### src/rtl/mips_pkg.sv
// mips_pkg -- definitions shared by the MIPS front end.
//   * Opcode constants that the control unit decodes from instr[31:26].
//   * NOP_INSTR: the bubble word (sll $0,$0,0), which writes only $0.
//   * fetch_state_e: states of the instruction-fetch controller.
//   * opcode_of(): extracts the primary opcode field from an instruction.
package mips_pkg;

  localparam logic [5:0] OP_RTYPE = 6'b000000;
  localparam logic [5:0] OP_LW    = 6'b100011;
  localparam logic [5:0] OP_SW    = 6'b101011;
  localparam logic [5:0] OP_BEQ   = 6'b000100;
  localparam logic [5:0] OP_ADDI  = 6'b001000;

  localparam logic [31:0] NOP_INSTR = 32'h0000_0000;

  typedef enum logic [1:0] {
    BOOT = 2'd0,
    RUN  = 2'd1,
    HALT = 2'd2
  } fetch_state_e;

  function automatic logic [5:0] opcode_of(input logic [31:0] instr);
    return instr[31:26];
  endfunction

endpackage

### src/rtl/if_id_reg.sv
// if_id_reg -- IF/ID pipeline register.
// Holds the fetched instruction, its PC+4 and a valid flag.
// Control precedence: flush_i (insert bubble) > load_i (capture) > hold.
// A flush does not touch pc4_q; a bubble's PC+4 is never consumed.
// Ports:
//   clk, rst_n          clock, asynchronous active-low reset
//   load_i, flush_i     capture new contents / replace with bubble
//   instr_i, pc4_i      incoming instruction word and its PC+4
//   valid_o, instr_o,
//   pc4_o               registered IF/ID contents
module if_id_reg #(
  parameter int          ADDR_W    = 32,
  parameter logic [31:0] NOP_INSTR = 32'h0000_0000
) (
  input  logic              clk,
  input  logic              rst_n,
  input  logic              load_i,
  input  logic              flush_i,
  input  logic [31:0]       instr_i,
  input  logic [ADDR_W-1:0] pc4_i,
  output logic              valid_o,
  output logic [31:0]       instr_o,
  output logic [ADDR_W-1:0] pc4_o
);

  logic              valid_q;
  logic [31:0]       instr_q;
  logic [ADDR_W-1:0] pc4_q;

  always_ff @(posedge clk or negedge rst_n) begin
    if (!rst_n) begin
      valid_q <= 1'b0;
      instr_q <= NOP_INSTR;
      pc4_q   <= '0;
    end else if (flush_i) begin
      valid_q <= 1'b0;
      instr_q <= NOP_INSTR;
    end else if (load_i) begin
      valid_q <= 1'b1;
      instr_q <= instr_i;
      pc4_q   <= pc4_i;
    end
  end

  assign valid_o = valid_q;
  assign instr_o = instr_q;
  assign pc4_o   = pc4_q;

endmodule

### src/rtl/fetch_if_id_stage.sv
// fetch_if_id_stage -- MIPS instruction fetch plus IF/ID register.
// Owns the PC and a BOOT/RUN/HALT controller, reads instruction memory
// and feeds the decoder through IF/ID (id_opcode = id_instr[31:26]).
// Ports:
//   clk, rst_n                       clock, asynchronous active-low reset
//   imem_req/imem_addr               read request, address = current PC
//   imem_ready/imem_rdata            read data valid / instruction word
//   stall                            hold PC and IF/ID
//   branch_taken/branch_target       redirect + flush (beats stall)
//   halt_req                         stop fetching until reset
//   id_valid/id_instr/id_opcode/id_pc4  IF/ID contents to decode
//   halted                           controller is in HALT
// Optional build macro FETCH_PERF_COUNTERS_EN adds saturating counters
//   perf_fetched (accept cycles) and perf_bubbles (RUN cycles writing a
//   bubble: halt, branch, memory not ready).
module fetch_if_id_stage #(
  parameter int                ADDR_W    = 32,
  parameter logic [ADDR_W-1:0] RESET_PC  = '0,
  parameter logic [31:0]       NOP_INSTR = mips_pkg::NOP_INSTR
) (
  input  logic              clk,
  input  logic              rst_n,
  output logic              imem_req,
  output logic [ADDR_W-1:0] imem_addr,
  input  logic              imem_ready,
  input  logic [31:0]       imem_rdata,
  input  logic              stall,
  input  logic              branch_taken,
  input  logic [ADDR_W-1:0] branch_target,
  input  logic              halt_req,
  output logic              id_valid,
  output logic [31:0]       id_instr,
  output logic [5:0]        id_opcode,
  output logic [ADDR_W-1:0] id_pc4,
  output logic              halted
`ifdef FETCH_PERF_COUNTERS_EN
  ,
  output logic [31:0]       perf_fetched,
  output logic [31:0]       perf_bubbles
`endif
);

  import mips_pkg::*;

  localparam logic [ADDR_W-1:0] WORD_MASK = ~ADDR_W'(3);

  fetch_state_e      state_q, state_d;
  logic [ADDR_W-1:0] pc_q, pc_d;
  logic [ADDR_W-1:0] pc_plus4;
  logic              ifid_load;
  logic              ifid_flush;

  // Wraps modulo 2^ADDR_W by construction of the width.
  assign pc_plus4 = pc_q + ADDR_W'(4);

  always_ff @(posedge clk or negedge rst_n) begin
    if (!rst_n) begin
      state_q <= BOOT;
      pc_q    <= RESET_PC & WORD_MASK;
    end else begin
      state_q <= state_d;
      pc_q    <= pc_d;
    end
  end

  always_comb begin
    state_d    = state_q;
    pc_d       = pc_q;
    ifid_load  = 1'b0;
    ifid_flush = 1'b0;
    imem_req   = 1'b0;
    case (state_q)
      // One idle cycle after reset release before the first request.
      BOOT: state_d = RUN;
      RUN: begin
        imem_req = 1'b1;
        if (halt_req) begin
          state_d    = HALT;
          ifid_flush = 1'b1;
        end else if (branch_taken) begin
          // Same-cycle read data belongs to the wrong path: drop it.
          pc_d       = branch_target & WORD_MASK;
          ifid_flush = 1'b1;
        end else if (stall) begin
          // Hold everything; the current address is refetched later.
        end else if (imem_ready) begin
          pc_d      = pc_plus4;
          ifid_load = 1'b1;
        end else begin
          ifid_flush = 1'b1;
        end
      end
      HALT: ; // terminal until reset; IF/ID already holds a bubble
      default: state_d = BOOT;
    endcase
  end

  assign imem_addr = pc_q;
  assign halted    = (state_q == HALT);

  if_id_reg #(
    .ADDR_W    (ADDR_W),
    .NOP_INSTR (NOP_INSTR)
  ) u_if_id_reg (
    .clk     (clk),
    .rst_n   (rst_n),
    .load_i  (ifid_load),
    .flush_i (ifid_flush),
    .instr_i (imem_rdata),
    .pc4_i   (pc_plus4),
    .valid_o (id_valid),
    .instr_o (id_instr),
    .pc4_o   (id_pc4)
  );

  assign id_opcode = opcode_of(id_instr);

`ifdef FETCH_PERF_COUNTERS_EN
  logic [31:0] fetched_q, bubbles_q;

  // Every IF/ID flush happens in RUN, so ifid_flush marks bubble cycles.
  always_ff @(posedge clk or negedge rst_n) begin
    if (!rst_n) begin
      fetched_q <= '0;
      bubbles_q <= '0;
    end else begin
      if (ifid_load && (fetched_q != 32'hFFFF_FFFF))
        fetched_q <= fetched_q + 32'd1;
      if (ifid_flush && (bubbles_q != 32'hFFFF_FFFF))
        bubbles_q <= bubbles_q + 32'd1;
    end
  end

  assign perf_fetched = fetched_q;
  assign perf_bubbles = bubbles_q;
`endif

endmodule

### config.mk
export PLATFORM = sky130hd
export DESIGN_NAME = fetch_if_id_stage
export DESIGN_NICKNAME = d
export VERILOG_FILES = /design/src/rtl/mips_pkg.sv /design/src/rtl/if_id_reg.sv /design/src/rtl/fetch_if_id_stage.sv
export SDC_FILE = /design/constraint.sdc
export NUM_CORES = 1
export LEC_CHECK = 0
export ABC_AREA = 0
export CAP_MARGIN = 10
export CORE_ASPECT_RATIO = 1.25
export CORE_UTILIZATION = 49
export DETAILED_ROUTE_END_ITERATION = 6
export PLACE_DENSITY = 0.87
export REMOVE_ABC_BUFFERS = 1
export SETUP_SLACK_MARGIN = 0.05
export SLEW_MARGIN = 10
export SYNTH_ARGS = -nofsm -noshare
export SYNTH_HDL_FRONTEND = slang
export SYNTH_SLANG_ARGS = --single-unit
### constraint.sdc
create_clock -name clk -period 5 [get_ports clk]
set_input_delay 1.5 -clock clk [delete_from_list [all_inputs] [get_ports clk]]
set_output_delay 1.5 -clock clk [all_outputs]
set_load 0.005 [all_outputs]
-- Word-level counts from Yosys, hierarchy flattened
Index checks and enable logic that the tools add are counted.
Widths: inputs -> output; s select.
- output and inout port bits: 105
- register bits after elaboration: 99
- word-level logic and storage cells: 39
- reduce and logical (&&, ||, !) cells: 6
- $add $sub $neg: 1
- equal/unequal tests: 4
- multiplexer cells: 20
- bitwise logic cells: 3
- operators by type and width (kind ; count):
    $mux 32 ; 5
    $add 32x3->32 const B ; 1
    $mux 1 ; 13
    $pmux 2 s3 ; 1
    $reduce_and 2->1 ; 2
    $reduce_and 4->1 ; 1
    $reduce_bool 2->1 ; 2
    $not 1->1 ; 3
    $eq 2x1->1 const B ; 1
    $eq 2x2->1 const B ; 1
    $logic_not 2->1 ; 1
    $mux 2 ; 1
    $ne 2x1->1 const B ; 1
    $ne 2x2->1 const B ; 1

-- Longest topological paths before layout
- word-level depth: 7
- mapped depth: 8
- depth with buffers taken out: 5

-- Cells and area by module
From an unflattened synthesis, not the netlist that was laid out.
- cells, all modules: 519
- area, all modules: 5302.6 um^2
- modules (own cells, without submodules) (module ; area each (um^2) ; instances ; sequential area each (um^2) ; cells an instance):
    fetch_if_id_stage ; 2653.8 ; 1 ; 800.8 ; 343
    if_id_reg ; 2648.8 ; 1 ; 1626.6 ; 176

-- Least setup slack after synthesis
Ideal clock, no wire load.
- kind: input to register
- from: input port halt_req
- to: register u_if_id_reg.pc4_q[17], in the netlist u_if_id_reg.pc4_o[17]
- path buffers: 2
- setup time: 0.069 ns
- stages on the path: 6
- path slack: 1.841 ns
- arrival: 3.090 ns
- cell sequence: or4b_1 buf_2 or2_1 buf_6 or4_4 nand3_1
- longest elaborated chain between the ends: 4
- elaborated cells on any way between the ends: 6
- those cells by class: mux: 4; bitwise: 1; reduce/logical: 1
- ends and longest elaborated chain (element ; RTL line ; text):
    from (decl) ; fetch_if_id_stage.sv:30 ; input logic halt_req,
    $mux 1 ; fetch_if_id_stage.sv:77 ; if (halt_req) begin
    $mux 1 ; fetch_if_id_stage.sv:72 ; case (state_q)
    $not 1->1 (no source line) ; n/a ;
    $reduce_and 2->1 (no source line) * ; n/a ;
    to (signal assigned) ; if_id_reg.sv:41 ; pc4_q <= pc4_i;
    to (decl) ; if_id_reg.sv:28 ; logic [ADDR_W-1:0] pc4_q;
Mark *: on every way between the ends. The rest lies on a longest branch, timed or not.
A chain may end at the register's enable or synchronous reset.

-- Final worst setup path
- from: input port halt_req
- to: register u_if_id_reg.pc4_q[24], in the netlist u_if_id_reg.pc4_o[24]
Same word-level chain as after synthesis.

==> results.yml <==
power_and_ir_drop:
  power_leakage_nw: 2.77
  p_clk_frac: 0.227
  comb_power_share: 0.385
  p_sw_mw: 1.13
  cellPowerDensity_nw_per_um2: 487
  swShare: 0.342
  p_int_mw: 2.18
  power_frac_seq: 0.388
  vdd_drop_max_v: 0.000264
placement:
  port_buffers: 168
  gp_congestion: 0.891
  place_worst_setup_slack_ps: 709
  dp_hpwl_um: 9900
sta:
  fin_crit_sh: 0.796
  rsz0062_at_grt: "no"
  fmax_ghz: 0.251
  setup_slack_ps: 1020
  slew_headroom: 0.296
  hold_violations: 0
  min_period_ps: 3980
  slew_violations: 0
  worst_slew_pin_slew_ps: 1060
  setup_viol: 0
  finClkSkew_ps: 11.4
  setup_tns_ps: 0
grt:
  grtUsageTotal: 0.290
  grt_start_max_net_pins: 68
  grt-ovfl-total: 0
  antenna_found_initial: 0
  grt_pass1_vias: 4474
  grt_pass1_wl_um: 23200
logic_synthesis:
  synth_top_area_frac: 0.496
  syn_area_um2: 4790
  synth_area_leaders: "dfrtp_1 (50%), a22o_1 (6.2%), nand2_1 (4.0%)"
  synth-compound-area-share: 0.202
  syn_avg_cell_area_um2: 9.68
  synth_warnings: 0
  yosysTopAreaCell: "dfrtp_1"
  synth_ff_type: "dfrtp_1"
  synth-xor-area-share: 0.0219
  synth_simple_gate_area_share: 0.205
  synth_edf_count: 0
  ys_ff_latch: 95
  synth_fa_ha_area_frac: 0.00261
  synth_common_cells: "dfrtp_1 (95), nand2_1 (51), nand3_1 (36)"
  async_flop_share: 1.00
  synthDistinctLibCells: 50
  yosysMostFrequentCell: "dfrtp_1"
  syn_inst: 495
  ys_seq_area_frac: 0.496
  muxShareOfSynthArea: 0.0151
  synth_top_family_by_area: "simple AND/OR/NAND/NOR gates"
outcome:
  status: "finished clean"
route:
  dr.first_iter.drc_count: 364
  routed-via-count: 4712
  drc: 0
  vias_per_cell: 6.15
  wl_per_cell_um: 18.9
  drt-total-wl_um: 14500
  dr.pass1.iters: 5
  drtAntennaViolNets: 0
cts:
  path_clk_slew_ps: 70
  numCtsBuffers: 9
  insertion_delay_ps: 350
  cts_max_path_buffers: 2
  htreeDepth: 3
  cts.sinks: 95
  cts_tree: "built"
  cts_hold_buffers: 0
  clock-root-buffer: "clkbuf_16"
  ctsResizeCount: 0
  post_cts_buffers: 0
floorplanning:
  die_area_um2: 10200
  coreArea_um2: 9560
  rows: 40
  die_w_um: 90.5
  io_pins: 175
  die_h_um: 113
  start_util: 0.501
final_layout:
  fillCellCount: 713
  n_antenna_cell: 0
  nNetsFinal: 706
  drive_gt1_frac: 0.0453
  area_growth_pct: 42.0
worst_setup_path:
  start_kind: "input pin"
  path_max_fanout: 24
  crit_chain: "clkdlybuf4s50_1 > or4b_1 > or2_1 > buf_4 > a311o_1 > nand3_1"
  slowest_delay_ps: 790
  cp.required_ps: 5280
  cp.arrival_ps: 4260
  cp-end-kind: "flop"
  crit_slowest_cell: "or4b_1"
  path_class: "input pin to flop"
min_path:
  worstHoldPathType: "flop to flop"
flow_run:
  drv_cap: 0
==> layout make-up <==
type	count	area, µm²	area share
flip-flops and latches	95	2380	0.349
well taps	126	158	0.0232
inverters	11	41.3	0.00607
multi-input cells	344	2170	0.319
repair buffers	174	1720	0.253
clock buffers	11	253	0.0371
clock inverters	5	80.1	0.0118
==> critical path, delay by kind of cell <==
kind	cells	cell delay (ps)
AO/OA/AOI/OAI	1	350
buffers and inverters	2	920
AND/OR/NAND/NOR	3	1470
==> per-stage QoR <==
step | total power [mW] | std cells | area, µm² | hold WS, ps | utilization
finish | 3.31 | 766 | 6810 | 481 | 0.712
global route | 3.50 | 766 | 6810 | 506 | 0.712
CTS | 3.32 | 766 | 6810 | 476 | 0.712
detailed placement | 2.56 | 750 | 6470 | 455 | 0.677
global placement | 2.51 | 750 | 6470 | 440 | 0.677
floorplan | 1.77 | 450 | 4570 | 427 | -
==> registers in the layout (all words and copies together) (netlist names) <==
| register | flops |
|---|---|
| imem_addr | 30 |
| u_if_id_reg.pc4_o | 30 |
| state_q | 2 |
| u_if_id_reg.instr_o | 32 |
| u_if_id_reg.valid_o | 1 |
==> power groups by stage <==
stage | clock network [mW] | registers [mW] | logic (mW)
global placement | 0 | 1.28 | 1.23
floorplan | 0 | 1.25 | 0.515
CTS | 0.761 | 1.28 | 1.28
detailed placement | 0 | 1.29 | 1.27
global route | 0.796 | 1.32 | 1.39
finish | 0.751 | 1.29 | 1.28
==> metal layers <==
layer / track usage / part of all wire
met1: 0.360 / 0.41
met2: 0.479 / 0.48
met3: 0.0664 / 0.076
met4: 0.142 / 0.035
met5: 0 / 0
==> layout by cell type, fill, tap and decap left out, types with 11 or more instances in the layout <==
master,instances
o21ai_0,33
or4_1,11
nand2_1,51
o311ai_0,11
o211ai_1,12
clkdlybuf4s50_1,167
a22o_1,34
nand4_1,18
nor2_1,18
nand3_1,36
dfrtp_1,95
==> logic make-up after synthesis <==
kind of cell               after synthesis
AOI/OAI and AO/OA                      134
xor gates and xnor gates                12
adders and majority gates                1
buffers and inverters                   59
DFF                                     95
muxes                                    7
other                                    1
and+or+nand+nor                        186
==> path summary, 6_finish.rpt <==
check,from,end,slack [ps],cells after the start
worst min register to register,state_q[1]$_DFFE_PN0P_,state_q[0]$_DFFE_PN0P_,480,1
max in group asynchronous,rst_n,u_if_id_reg.pc4_o[19]$_DFFE_PN0P_,2790,2
min in group asynchronous,rst_n,u_if_id_reg.instr_o[3]$_DFFE_PN0P_,1250,1
worst max-delay path,halt_req,u_if_id_reg.pc4_o[24]$_DFFE_PN0P_,1020,6
worst min-delay path,state_q[1]$_DFFE_PN0P_,state_q[0]$_DFFE_PN0P_,480,1
worst max register to register,state_q[1]$_DFFE_PN0P_,imem_addr[20]$_DFFE_PN0P_,2480,4
Note: power is estimated with default switching activity, not from simulation.
